**config.mk**
```make
export PLATFORM = sky130hd
export DESIGN_NAME = pc_fetch_unit
export DESIGN_NICKNAME = d
export VERILOG_FILES = /design/src/rtl/pc_fetch_unit.sv
export SDC_FILE = /design/constraint.sdc
export NUM_CORES = 1
export LEC_CHECK = 0
export CAP_MARGIN = 10
export CORE_UTILIZATION = 40
export CTS_CLUSTER_SIZE = 14
export DETAILED_ROUTE_END_ITERATION = 10
export PLACE_DENSITY_LB_ADDON = 0.15
export SLEW_MARGIN = 15
export SYNTH_ARGS = -nofsm -noshare
export SYNTH_HDL_FRONTEND = slang
export SYNTH_SLANG_ARGS = --single-unit
```
**constraint.sdc**
```tcl
create_clock -name clk -period 3.2 [get_ports clk]
set_input_delay 0.32 -clock clk [delete_from_list [all_inputs] [get_ports clk]]
set_output_delay 0.32 -clock clk [all_outputs]
set_load 0.03 [all_outputs]
```
**src/rtl/pc_fetch_unit.sv**
```systemverilog
// pc_fetch_unit: instruction-fetch front end for the multicycle CPU.
// Holds the program counter and the instruction register, runs the
// instruction-memory request/acknowledge handshake and selects the next pc
// from the controller's PC write controls.
//
// state | meaning
// ------+---------------------------------------------------------------
// IDLE  | waiting for fetch_start; the only state in which pc may change
// REQ   | imem_req high at the current pc until imem_ack
// DONE  | one-cycle fetch_done pulse, then back to IDLE
module pc_fetch_unit #(
    parameter int                ADDR_W   = 32,
    parameter logic [ADDR_W-1:0] RESET_PC = '0,
    parameter int                PC_INC   = 1
) (
    input  logic              clk,
    input  logic              rst,
    input  logic              fetch_start,
    input  logic              IRWrite,
    input  logic              PCWrite,
    input  logic              PCWriteCond,
    input  logic              BEQ,
    input  logic              zero,
    input  logic [1:0]        PCSrc,
    input  logic [ADDR_W-1:0] branch_target,
    input  logic [ADDR_W-1:0] reg_target,
    output logic              imem_req,
    output logic [ADDR_W-1:0] imem_addr,
    input  logic              imem_ack,
    input  logic [31:0]       imem_rdata,
    output logic [ADDR_W-1:0] pc,
    output logic [31:0]       ir,
    output logic [5:0]        opcode,
    output logic              fetch_busy,
    output logic              fetch_done,
    output logic [31:0]       fetch_count,
    output logic              pc_update_err
);

    typedef enum logic [1:0] {
        IDLE = 2'd0,
        REQ  = 2'd1,
        DONE = 2'd2
    } state_t;

    state_t            state;
    state_t            state_nxt;
    logic              pcw;
    logic              ack_take;
    logic [ADDR_W-1:0] pc_nxt;

    // Branch is taken when the zero flag matches the requested sense.
    assign pcw      = PCWrite | (PCWriteCond & (BEQ ? zero : ~zero));
    assign ack_take = (state == REQ) && imem_ack;

    // Next-pc candidate selected by PCSrc; only loaded when pcw in IDLE.
    always_comb begin
        pc_nxt = pc;
        case (PCSrc)
            2'd0:    pc_nxt = pc + ADDR_W'(PC_INC);
            2'd1:    pc_nxt = branch_target;
            2'd2:    pc_nxt = {pc[ADDR_W-1:26], ir[25:0]};
            default: pc_nxt = reg_target;
        endcase
    end

    // FSM state register.
    always_ff @(posedge clk or posedge rst) begin
        if (rst) state <= IDLE;
        else     state <= state_nxt;
    end

    // FSM next-state logic; the memory wait in REQ is unbounded.
    always_comb begin
        state_nxt = state;
        case (state)
            IDLE:    if (fetch_start) state_nxt = REQ;
            REQ:     if (imem_ack)    state_nxt = DONE;
            DONE:    state_nxt = IDLE;
            default: state_nxt = IDLE;
        endcase
    end

    // FSM outputs; the request address is simply the pc, which cannot move
    // outside IDLE, so it stays stable for the whole request.
    always_comb begin
        imem_req   = (state == REQ);
        fetch_done = (state == DONE);
        fetch_busy = (state == REQ) || (state == DONE);
    end

    assign imem_addr = pc;
    assign opcode    = ir[31:26];

    // Program counter: loads in IDLE only; a load while busy is flagged instead.
    always_ff @(posedge clk or posedge rst) begin
        if (rst) begin
            pc            <= RESET_PC;
            pc_update_err <= 1'b0;
        end else if (pcw) begin
            if (state == IDLE) pc            <= pc_nxt;
            else               pc_update_err <= 1'b1;
        end
    end

    // Instruction register and completed-fetch counter, both advanced on the ack edge.
    always_ff @(posedge clk or posedge rst) begin
        if (rst) begin
            ir          <= '0;
            fetch_count <= '0;
        end else if (ack_take) begin
            if (IRWrite) ir <= imem_rdata;
            fetch_count <= fetch_count + 32'd1;
        end
    end

endmodule

```
==> results of run 1 <==
==> flip-flops by register name (all words and copies together), names as in the netlist <==
name           flops
fetch_count       32
imem_addr         32
ir                32
state              2
pc_update_err      1
==> synthesized netlist by cell type, drive strengths merged (7+ instances only) <==
cell type,number
dfrtp,99
nand2,57
buf,53
mux2,43
a21oi,36
xnor2,31
nand3,23
nor2,23
o21ai,20
clkbuf,19
nand4,17
nor3,16
inv,15
a22o,8
mux2i,8
xor2,8
and4,7
mux4,7
==> cell families (layout without fill, tap and decap cells) <==
logic type               Yosys count  in the layout  share of synthesized area, %
AO/OA/AOI/OAI                    114            114                         13.32
AND/OR/NAND/NOR                  176            176                         16.21
multiplexers                      58             58                         12.35
buffers and inverters             87            285                         8.820
XOR/XNOR                          39             39                         5.845
adder cells (fa/ha/maj)            5              5                         1.070
flip-flops                        99             99                         42.39
==> per-layer routing <==
| metal | up-vias | part of all wire, % |
|---|---|---|
| li1 | 2437 | - |
| met1 | 2608 | 42 |
| met2 | 215 | 50 |
| met3 | 24 | 6.6 |
| met4 | 0 | 2.0 |
| met5 | - | 0 |
==> stage by stage <==
stage	hold slack, ns	cell area (µm²)	instances	power, mW	setup slack (ns)
floorplan	0.4705	5844	578	5.077	0.2896
global placement	0.4612	8148	940	6.562	0.9126
detailed placement	0.4616	8148	940	6.647	0.8300
CTS	0.4830	8442	956	7.746	0.9121
global route	0.5179	8442	956	8.120	0.7087
finish	0.4335	8442	956	7.716	0.8752
==> worst max path at each step <==
stage / depth (start not counted) / endpoint / start / slack (ns)
6_report: 7 / imem_addr[27] / state[0] / 0.88
5_1_grt: 7 / imem_addr[31] / state[0] / 0.71
4_1_cts: 7 / imem_addr[27] / state[0] / 0.91
3_5_place_dp: 6 / imem_addr[27] / BEQ / 0.83
3_3_place_gp: 6 / imem_addr[6] / BEQ / 0.91
2_1_floorplan: 1 / fetch_count[0] / rst / 0.29
==> power by group <==
group,internal [mW],switching (mW)
sequential,1.70,0.630
combinational,1.90,2.40
clock,0.579,0.507
total,4.18,3.54
==> worst reg2reg max path, delay by kind of cell, from the launching register on <==
family	cells	cell delay, ns
AND/OR/NAND/NOR	2	0.31
AO/OA/AOI/OAI	3	1.12
flip-flops	1	0.39
buffers and inverters	1	0.08
adder cells (fa/ha/maj)	1	0.31
==> layout make-up <==
cell class,count,area (µm²),share of cell area [%]
inverter,15,58.81,0.6966
tap,180,225.2,2.668
timing repair buffer,254,2520,29.85
clock buffer,11,252.7,2.994
clock inverter,5,41.29,0.4891
sequential,99,2477,29.35
multi-input combinational,392,2867,33.96
==> flow_summary_export.csv, run 1 <==
group,metric,value,unit
grt,track_usage,24.39,%
logic_synthesis,synth_top_area_share,42.39,%
clock_network,cts_made_buffers,9,
critical_path,reg2reg_slack,0.88,ns
logic_synthesis,synth_top_area_cell,"dfrtp_1",
power,p_leak,3.359,nW
timing,min_period,2.325,ns
route,initialDrtViolationCount,345,
logic_synthesis,synth_area_leaders,"dfrtp_1, mux2_2, buf_4, xnor2_1, nand2_1",
critical_path,cp-start-kind,"flip-flop",
final_layout,n_fill_cell,1163,
timing,max_freq,0.4301,GHz
grt,busiest_layer,"met2",
timing,fin_skew,0.008303,ns
floorplanning,rows,43,
logic_synthesis,avgSynthCellArea,10.11,µm²
place,place.gp.congestion,0.8568,
route,routed_via_density,5.527,
final_layout,area.growth.synth_to_final,44.44,%
critical_path,path_class,"reg2reg",
clock_network,cts_tree,"yes",
route,route.detailed.wl_per_inst,18.65,µm
route,drcViolationCount,0,
critical_path,slowest_delay,0.62,ns
timing,period_share,72.65,%
final_layout,layout.nets,883,
min_path,min_path_type,"in2async",
timing,hold_viol,0,
critical_path,critPathMaxFanout,26,
logic_synthesis,yosysSeqAreaShare,42.39,%
logic_synthesis,synth_edf_count,0,
critical_path,cp_top_family,"compound AO/OA/AOI/OAI gates",
place,portBuffers,244,
logic_synthesis,yosysWarnings,0,
logic_synthesis,synthesis.nets,690,
timing,relSlewSlack,49.05,%
final_layout,layout_commonest_cell,"clkdlybuf4s50_1",
critical_path,r2r-end,"imem_addr[27]",
place,dpl.hpwl,13320,µm
route,wirelength,17830,µm
logic_synthesis,ys_async_sr_fraction,100.0,%
grt,globalRouteMet1Util,30.99,%
grt,grt_pass1_vias,5380,
critical_path,arrival,2.55,ns
final_layout,layout_common_cells,"clkdlybuf4s50_1, dfrtp_1, nand2_1",
timing,setup_violations,0,
logic_synthesis,ys_types,64,
logic_synthesis,syn_area,0.005844,mm²
grt,grt_use_met3,5.019,%
critical_path,cp_num_buf_inv,1,
clock_network,cts-root-buf,"clkbuf_16",
final_layout,diodes,0,
clock_network,htreeDepth,3,
timing,fin_tns_setup,0,ns
timing,finalMaxSlewViolations,0,
grt,grt_max_degree,60,
timing,rsz0062_at_grt,"no",
critical_path,cp_cell_sequence,"inv_1, ha_1, and2_1, a31oi_4, o22ai_1, a222oi_1, nand2_1",
final_layout,final_layout_size_suffix_gt1_share,12.89,%
grt,antenna_found_initial,0,
critical_path,required,3.43,ns
timing,worst_pin_slew,0.7642,ns
critical_path,slowest_stage,"a31oi_4",
grt,grt-ovfl-total,0,
power,power_density,914.0,mW/mm²
route,first_pass_iters,4,
floorplanning,die_y,122.9,µm
floorplanning,die-width,122.9,µm
clock_network,clock_latency,0.35,ns
grt,gr-usage-met2,40.52,%
final_layout,fin_util,60.12,%
logic_synthesis,ys.flop_type,"dfrtp_1",
power,peakVddDrop,0.5912,mV
clock_network,clk_pin_slew_worst_paths,0.07,ns
critical_path,reg2reg_from,"state[0]",
route,ant_nets,0,
logic_synthesis,synth_cells,578,
floorplanning,initial_core_util,41.62,%
grt,grt_pass1_wl,27990,µm
clock_network,postCtsSetupBuffers,0,
logic_synthesis,synth_seq_cells,99,
floorplanning,io_pins,245,
critical_path,ff2ff_path_depth,7,
floorplanning,core,0.01404,mm²
clock_network,cts.sinks,99,
flow_run,max_cap_violations,0,
clock_network,holdBufCountCts,0,
route,dr_total_vias,5284,
clock_network,cts_resized,0,
run_status,status,"finished clean",
clock_network,clock_path_buffers,2,
critical_path,critPathCaptureType,"flip-flop",
floorplanning,dieArea,0.01510,mm²
(Power assumes the default switching activity.)
==> inputs of run 2 (changes only) <==
==> constraint.sdc (replaced) <==
create_clock -name clk -period 2.4 [get_ports clk]
set_input_delay 0.24 -clock clk [delete_from_list [all_inputs] [get_ports clk]]
set_output_delay 0.24 -clock clk [all_outputs]
set_load 0.03 [all_outputs]
==> run 2 against run 1 <==
Setup slack lost 0.62 ns. Non-clock buffer count grew 11. Clock skew grew 0.00099 ns. First-iteration DRC count shrank 9.3%. Global-route usage grew 0.29 points. Sequential share of layout area shrank 0.38 points. Largest cell class unchanged.
==> flow_summary_export.csv, run 2 (synthesis gave the netlist of run 1 again) <==
group,metric,value,unit
critical_path,critPathMaxFanout,7,
final_layout,area.growth.synth_to_final,46.35,%
route,wirelength,18150,µm
power,power_density,1221,mW/mm²
critical_path,critPathCaptureType,"flip-flop",
route,initialDrtViolationCount,313,
timing,hold_viol,0,
power,p_leak,3.424,nW
flow_run,max_cap_violations,0,
grt,antenna_found_initial,0,
clock_network,clk_pin_slew_worst_paths,0.07,ns
place,placed_area,0.008244,mm²
critical_path,required,2.64,ns
floorplanning,io_pins,245,
floorplanning,rows,43,
clock_network,cts-root-buf,"clkbuf_16",
final_layout,stdcell_area,0.008553,mm²
clock_network,htreeDepth,3,
power,pwr-share-clk,14.6,%
power,p_sw_share,45.61,%
clock_network,clock_path_buffers,2,
floorplanning,die_y,122.9,µm
timing,min_period,2.141,ns
final_layout,fin_util,60.91,%
final_layout,layout.nets,894,
timing,fin_skew,0.009289,ns
floorplanning,dieArea,0.01510,mm²
clock_network,cts.sinks,99,
clock_network,cts_resized,0,
timing,finalMaxSlewViolations,0,
place,portBuffers,244,
floorplanning,die-width,122.9,µm
critical_path,reg2reg_from,"state[1]",
place,dpl.hpwl,13460,µm
clock_network,cts_made_buffers,9,
timing,max_freq,0.4671,GHz
critical_path,arrival,2.38,ns
final_layout,final_layout_size_suffix_gt1_share,14.10,%
final_layout,layout_common_cells,"clkdlybuf4s50_1, dfrtp_1, nand2_1",
grt,grt-ovfl-total,0,
route,ant_nets,0,
timing,period_share,89.20,%
power,finalPower,10.44,mW
power,p_comb_share,55.7,%
final_layout,layout_commonest_cell,"clkdlybuf4s50_1",
route,first_pass_iters,5,
clock_network,holdBufCountCts,0,
route,route.detailed.wl_per_inst,18.77,µm
grt,grt_pass1_vias,5277,
critical_path,critPathLaunch,"state[1]",
grt,grt_max_degree,100,
critical_path,path_class,"reg2reg",
timing,rsz0062_at_grt,"no",
critical_path,cp-start-kind,"flip-flop",
min_path,min_path_type,"in2async",
route,drcViolationCount,0,
route,routed_via_density,5.467,
timing,fin_tns_setup,0,ns
clock_network,clock_latency,0.35,ns
timing,setup_violations,0,
power,p_seq_share,29.7,%
final_layout,diodes,0,
run_status,status,"finished clean",
grt,track_usage,24.67,%
floorplanning,core,0.01404,mm²
floorplanning,initial_core_util,41.62,%
power,internal-power,5.680,mW
grt,grt_pass1_wl,27970,µm
timing,relSlewSlack,61.88,%
power,peakVddDrop,0.6773,mV
clock_network,postCtsSetupBuffers,0,
timing,worst_pin_slew,0.5718,ns
place,place.gp.congestion,0.8292,
clock_network,cts_tree,"yes",
power,p_switching,4.763,mW
route,dr_total_vias,5287,
[run 2: worst paths after layout]
kind                            cells after the start  slack, ns         endpoint
worst max-delay path                                7       0.26  fetch_count[13]
worst min-delay path                                3       0.42            ir[8]
worst max register to register                      7       0.26  fetch_count[13]
worst min register to register                      1       0.49  fetch_count[31]
max in group asynchronous                           3       1.59  fetch_count[29]
min in group clk                                    1       0.49  fetch_count[31]
[run 2: power groups by stage]
stage               registers (mW)  clock network [mW]  logic [mW]
detailed placement            3.12                   0        5.83
floorplan                     4.02                   0        2.75
global route                  3.21                1.62        6.16
finish                        3.10                1.52        5.82
CTS                           3.09                1.55        5.85
global placement              3.07                   0        5.76
[run 2: stage by stage]
| stage | worst slack (ns) | hold WS, ns | instances |
|---|---|---|---|
| finish | 0.2593 | 0.4196 | 967 |
| detailed placement | 0.2828 | 0.4714 | 951 |
| global route | 0.1335 | 0.4765 | 967 |
| global placement | 0.3528 | 0.4656 | 951 |
| CTS | 0.2657 | 0.4354 | 967 |
| floorplan | 0.1374 | 0.3905 | 578 |
[run 2: worst max-delay path, stage by stage (launching register included)]
cell and delay [ns]:
dfrtp_1 0.40, inv_1 0.10, ha_1 0.23, and2_1 0.29
nand4_1 0.29, nor3_1 0.39, nand4_1 0.17, xnor2_1 0.15
[run 2: routing by layer]
metal / part of all wire (%) / vias up / track usage (%)
li1: - / 2456 / -
met1: 42 / 2602 / 30.83
met2: 49 / 200 / 41.08
met3: 6.3 / 29 / 5.204
met4: 2.5 / 0 / 10.59
met5: 0 / - / 0
[run 2: area by class of cell]
class,instances,area (µm²)
Timing Repair Buffer,265,2615
Multi-Input combinational cell,392,2867
Inverter,15,60.06
Clock buffer,9,225.2
Fill cell,1164,5489
Tap cell,180,225.2
Sequential cell,99,2477
Clock inverter,7,83.83
==> RTL change 1: new RTL, config.mk and constraints of run 2 <==
Remove the case item `2'd0` of the case on `PCSrc`.
--- a/src/rtl/pc_fetch_unit.sv
+++ b/src/rtl/pc_fetch_unit.sv
@@ -57,7 +57,6 @@
     always_comb begin
         pc_nxt = pc;
         case (PCSrc)
-            2'd0:    pc_nxt = pc + ADDR_W'(PC_INC);
             2'd1:    pc_nxt = branch_target;
             2'd2:    pc_nxt = {pc[ADDR_W-1:26], ir[25:0]};
             default: pc_nxt = reg_target;
Function: changed (a bounded check fails within 4 cycles, from zero or initial values and one cycle with rst high).
==> RTL change 1 against run 2 <==
  * Area after synthesis is 16% lower
  * Sequential cell count stayed put
  * Power is 12% lower
  * Worst setup slack better by 0.060 ns
  * Sequential power is 11% lower
  * Global-route usage is 2.6 points lower
  * Cell area is 11% lower
  * Routed wire length is 24% lower
  * Fmax is 2.9% higher
  * Critical path type is now flop to output pin
==> RTL change 1: results (changes against run 2) <==
Clock network
  – Root buffer cell: clkbuf_16 (unchanged)
  – Post-CTS Resized: 0 (unchanged)
  – CTS max path bufs: 2 (unchanged)
  – Clk Latency, worst-skew pair: 0.35 ns (about the same)
  – H-tree depth: 3 (unchanged)
  – Cts bufs inserted: 9 (unchanged)
  – Clock Pin Slew Worst Setup and Hold Paths: 0.07 ns (about the same)
  – Setup repair bufs after CTS: 0 (unchanged)

Setup path
  – Critical path origin: state[1] (unchanged)
  – Worst setup path endpoint: imem_req (was fetch_count[13])
  – Crit path DAT: 1.84 ns (was 2.38 ns)
  – Reg-to-reg slack, setup: 0.37 ns (was 0.26 ns)
  – Crit-path max FO: 6 (was 7)
  – Reg2reg path depth: 6 (was 7)
  – Reg-to-reg critical path endpoint: fetch_count[29] (was fetch_count[13])

GRT
  – Initial antenna violation count: 0 (unchanged)
  – Number of global-route vias before repair: 4021 (was 5277)
  – Global-route wire length before repair: 21500 µm (was 28000 µm)
  – GR Util All Layers: 22.0% (was 24.7%)
  – Pin count of the biggest net entering global routing: 100 (unchanged)

Placed design
  – DP HPWL: 10200 µm (was 13500 µm)
  – Final GP Congestion: 0.820 (was 0.829)
  – Port Buffers: 244 (unchanged)
  – Pre-CTS setup slack: 0.241 ns (was 0.283 ns)

Timing
  – Clock Skew: 0.00602 ns (was 0.00929 ns)
  – Slew @ Worst Pin: 0.731 ns (was 0.572 ns)
  – Final setup margin: 0.320 ns (was 0.259 ns)
  – Worst hold slack: 0.391 ns (was 0.420 ns)

Power
  – VDD IR max: 0.673 mV (was 0.677 mV)
  – Internal power: 5.34 mW (was 5.68 mW)
  – Pleak: 3.19 nW (was 3.42 nW)

Worst hold path
  – Min-Delay Path Class: input pin to async pin (unchanged)

Synthesis
  – Async S/R FF share, synth: 100% (unchanged)
  – Top post-synthesis cells by area: dfrtp_1 (50%), mux2_1 (9.2%), buf_4 (6.1%) (was dfrtp_1 (42%), mux2_2 (8.1%), buf_4 (5.3%))
  – Unique masters post-synth: 37 (was 64)
  – Post-synthesis sequential area ratio: 50.5% (was 42.4%)
  – Commonest cells in the netlist: dfrtp_1 (99), nand2_1 (44), buf_4 (40), mux2_1 (40), o21ai_0 (32) (was dfrtp_1 (99), nand2_1 (57), mux2_2 (42))
  – Yosys warnings: 0 (unchanged)
  – Syn_nets: 541 (was 690)

Route
  – DR vias/cell: 5.10 (was 5.47)
  – Initial DRC Count: 191 (was 313)
  – Final wirelength: 13700 µm (was 18200 µm)
  – First drt pass iteration count: 4 (was 5)

Outcome
  – Outcome: finished, final reports clean (unchanged)

Final layout
  – Antenna cells: 0 (unchanged)
  – Layout Nets: 744 (was 894)
  – Share of layout cells above drive strength 1: 9.61% (was 14.1%)
[RTL change 1: through the flow]
step	util [%]	cells	instance area, µm²
after global placement	60.8	766	7270
final	63.4	782	7580
after detailed placement	60.8	766	7270
after global routing	63.4	782	7580
after CTS	63.4	782	7580
after floorplan	-	427	4910
[RTL change 1: critical path: stages (launching register included)]
cell             delay (ns)
dfrtp_1                0.39
inv_1                  0.12
ha_1                   0.28
clkdlybuf4s50_1        0.71
[RTL change 1: final cells by class]
| cell class | count | area [µm²] |
|---|---|---|
| sequential | 99 | 2480 |
| fill | 984 | 4380 |
| inverter | 7 | 30.0 |
| multi-input combinational | 262 | 2030 |
| tap | 147 | 184 |
| timing repair buffer | 251 | 2540 |
| clock buffer | 9 | 225 |
| clock inverter | 7 | 91.3 |
[RTL change 1: kinds of logic (layout without fill, tap and decap cells)]
group                    after synthesis  after routing  synth area share [%]
multiplexers                          65             65                  14.9
adder cells (fa/ha/maj)                7              7                  1.78
buffers and inverters                 66            274                  8.34
flip-flops                            99             99                  50.5
AO/OA/AOI/OAI                         64             64                  8.18
XOR/XNOR                              32             32                  5.71
AND/OR/NAND/NOR                       94             94                  10.6
[RTL change 1: per-layer routing]
metal | up-vias | global-route usage, % | wire [µm] | part of all wire (%)
li1 | 1863 | - | - | -
met1 | 1943 | 26.9 | 5590 | 41
met2 | 160 | 37.4 | 6920 | 50
met3 | 21 | 4.55 | 855 | 6.2
met4 | 0 | 10.6 | 361 | 2.6
met5 | - | 0 | 0 | 0
[RTL change 1: power groups by stage]
stage	combinational, mW	sequential, mW	clock (mW)
6_report	4.85	2.76	1.54
3_3_place_gp	4.83	2.76	0
5_1_grt	5.07	2.85	1.65
4_1_cts	4.90	2.76	1.59
3_5_place_dp	4.88	2.80	0
2_1_floorplan	2.01	3.77	0
==> RTL change 2: new RTL, settings of run 2 <==
Without the edit above. Change the parameter `ADDR_W` from 32 to 64.
--- a/src/rtl/pc_fetch_unit.sv
+++ b/src/rtl/pc_fetch_unit.sv
@@ -9,7 +9,7 @@
 // REQ   | imem_req high at the current pc until imem_ack
 // DONE  | one-cycle fetch_done pulse, then back to IDLE
 module pc_fetch_unit #(
-    parameter int                ADDR_W   = 32,
+    parameter int                ADDR_W   = 64,
     parameter logic [ADDR_W-1:0] RESET_PC = '0,
     parameter int                PC_INC   = 1
 ) (
Interface: changed (resized branch_target, imem_addr, pc and reg_target); port bits go from 245 to 373. The function was not compared with the original's and may differ.
==> RTL change 2 against run 2 <==
  * Synthesized cell count up 71%
  * Sequential cell count rose by 32
  * Utilization is 0.44 points higher
  * Routed wire length increased by 90%
  * Area after synthesis increased by 53%
  * Power up 62%
  * Worst setup slack got worse by 0.12 ns
  * Cell area rose by 57%
  * Critical endpoint is now imem_addr[49]
==> RTL change 2: results (changes against run 2) <==
Outcome
  – Outcome: finished, final reports clean (unchanged)

Synthesis
  – Syn_nets: 1164 (was 690)
  – Post-Synth XOR/XNOR Area: 3.42% (was 5.84%)
  – Top post-synthesis cells by area: dfrtp_1 (37%), buf_4 (6.0%), mux2_2 (5.9%) (was dfrtp_1 (42%), mux2_2 (8.1%), buf_4 (5.3%))
  – Commonest cells in the netlist: dfrtp_1 (131), nand2_1 (89), buf_4 (71) (was dfrtp_1 (99), nand2_1 (57), mux2_2 (42))
  – Unique masters post-synth: 69 (was 64)
  – Synth Area in Adders: 0.838% (was 1.07%)
  – Synth Area in Compound Gates: 16.7% (was 13.3%)
  – Post-synthesis sequential area ratio: 36.6% (was 42.4%)
  – Async S/R FF share, synth: 100% (unchanged)
  – Syn avg cell area: 9.07 µm² (was 10.1 µm²)
  – Yosys warnings: 0 (unchanged)
  – Main flop type after synthesis: dfrtp_1 (unchanged)
  – Mux cell area share after synthesis: 10.9% (was 12.4%)

Placed design
  – Placed cells: 1572 (was 951)
  – Port Buffers: 372 (was 244)
  – Final GP Congestion: 0.975 (was 0.829)
  – DP HPWL: 25600 µm (was 13500 µm)

Worst hold path
  – Min-Delay Path Class: input pin to async pin (unchanged)

GRT
  – Pin count of the biggest net entering global routing: 69 (was 100)
  – GR Util All Layers: 29.8% (was 24.7%)
  – Initial antenna violation count: 1 (was 0)
  – Number of global-route vias before repair: 9125 (was 5277)
  – Global-route wire length before repair: 51500 µm (was 28000 µm)

Timing
  – Slew @ Worst Pin: 0.545 ns (was 0.572 ns)
  – Clock Skew: 0.0103 ns (was 0.00929 ns)

Clock network
  – H-tree depth: 4 (was 3)
  – CTS max path bufs: 2 (unchanged)
  – Setup repair bufs after CTS: 0 (unchanged)
  – Clock Pin Slew Worst Setup and Hold Paths: 0.07 ns (about the same)
  – Cts bufs inserted: 17 (was 9)
  – Root buffer cell: clkbuf_16 (unchanged)
  – Post-CTS Resized: 0 (unchanged)
  – Clk Latency, worst-skew pair: 0.42 ns (was 0.35 ns)

Route
  – Top Layer Used: met4 (unchanged)
  – First drt pass iteration count: 5 (unchanged)
  – DR vias/cell: 5.83 (was 5.47)
  – Wire length on met3: 3470 µm (was 1150 µm)
  – Routed length on met1: 13500 µm (was 7590 µm)
  – Met2 wire len: 17000 µm (was 8960 µm)
  – DR WL/cell: 21.5 µm (was 18.8 µm)
  – Initial DRC Count: 718 (was 313)
  – Final wirelength: 34500 µm (was 18200 µm)

Power
  – Pleak: 5.33 nW (was 3.42 nW)
  – Internal power: 8.87 mW (was 5.68 mW)
  – VDD IR max: 0.677 mV (about the same)

Final layout
  – Layout Nets: 1488 (was 894)
  – Share of layout cells above drive strength 1: 13.5% (was 14.1%)
  – Largest register FFs: 64

Setup path
  – Crit path max-delay cell type: or4_1 (was dfrtp_1)
  – CP max stage delay: 0.58 ns (was 0.40 ns)
  – Crit-path max FO: 5 (was 7)
==> RTL change 2: cells by family (layout without fill, tap and decap cells) <==
| logic type | count (synthesis) | in the layout |
|---|---|---|
| buffers and inverters | 154 | 491 |
| AND/OR/NAND/NOR | 359 | 359 |
| multiplexers | 79 | 79 |
| XOR/XNOR | 35 | 35 |
| flip-flops | 131 | 131 |
| adder cells (fa/ha/maj) | 6 | 6 |
| AO/OA/AOI/OAI | 223 | 223 |
| other | 0 | 1 |
==> RTL change 2: final timing paths <==
check / startpoint / to / slack (ns) / cells after the start
min reg2reg: fetch_count[31] / fetch_count[31] / 0.47 / 1
max in group asynchronous: rst / fetch_count[6] / 1.54 / 3
max: imem_addr[22] / imem_addr[49] / 0.14 / 5
min: rst / ir[14] / 0.17 / 2
max reg2reg: imem_addr[22] / imem_addr[49] / 0.14 / 5
min in group clk: PCSrc[1] / imem_addr[14] / 0.37 / 3
==> RTL change 2: critical path, delay by kind of cell (launching register included) <==
| family | cells | cell delay (ns) |
|---|---|---|
| AND/OR/NAND/NOR | 4 | 1.53 |
| AO/OA/AOI/OAI | 1 | 0.17 |
| flip-flops | 1 | 0.47 |
==> RTL change 2: power groups by stage <==
stage / clock network (mW) / logic [mW] / registers (mW)
2_1_floorplan: 0 / 4.58 / 5.77
3_3_place_gp: 0 / 9.91 / 4.26
3_5_place_dp: 0 / 9.96 / 4.30
4_1_cts: 2.69 / 10.0 / 4.27
5_1_grt: 2.76 / 10.5 / 4.44
6_report: 2.64 / 9.98 / 4.28
==> RTL change 2: through the flow <==
step | hold WS, ns | total power, mW | instance area (µm²) | util, % | setup slack [ns]
after floorplan | 0.391 | 10.4 | 8960 | - | 0.240
after global placement | 0.459 | 14.2 | 12800 | 58.7 | 0.195
after detailed placement | 0.464 | 14.3 | 12800 | 58.7 | 0.156
after CTS | 0.171 | 17.0 | 13400 | 61.3 | 0.163
after global routing | 0.205 | 17.7 | 13400 | 61.3 | 0.0483
final | 0.173 | 16.9 | 13400 | 61.4 | 0.138
==> RTL change 2: area by class of cell <==
type / instances / area [µm²]
clock inverters: 13 / 135
inverters: 25 / 97.6
flip-flops and latches: 131 / 3280
clock buffers: 19 / 453
multi-input cells: 702 / 4840
repair buffers: 434 / 4270
well taps: 280 / 350
fillers: 1935 / 8460
diodes: 1 / 2.50
==> RTL change 2: layer usage <==
layer,track usage [%],vias up
li1,-,4270
met1,37.5,4521
met2,50.5,517
met3,8.05,46
met4,7.23,0
met5,0,-
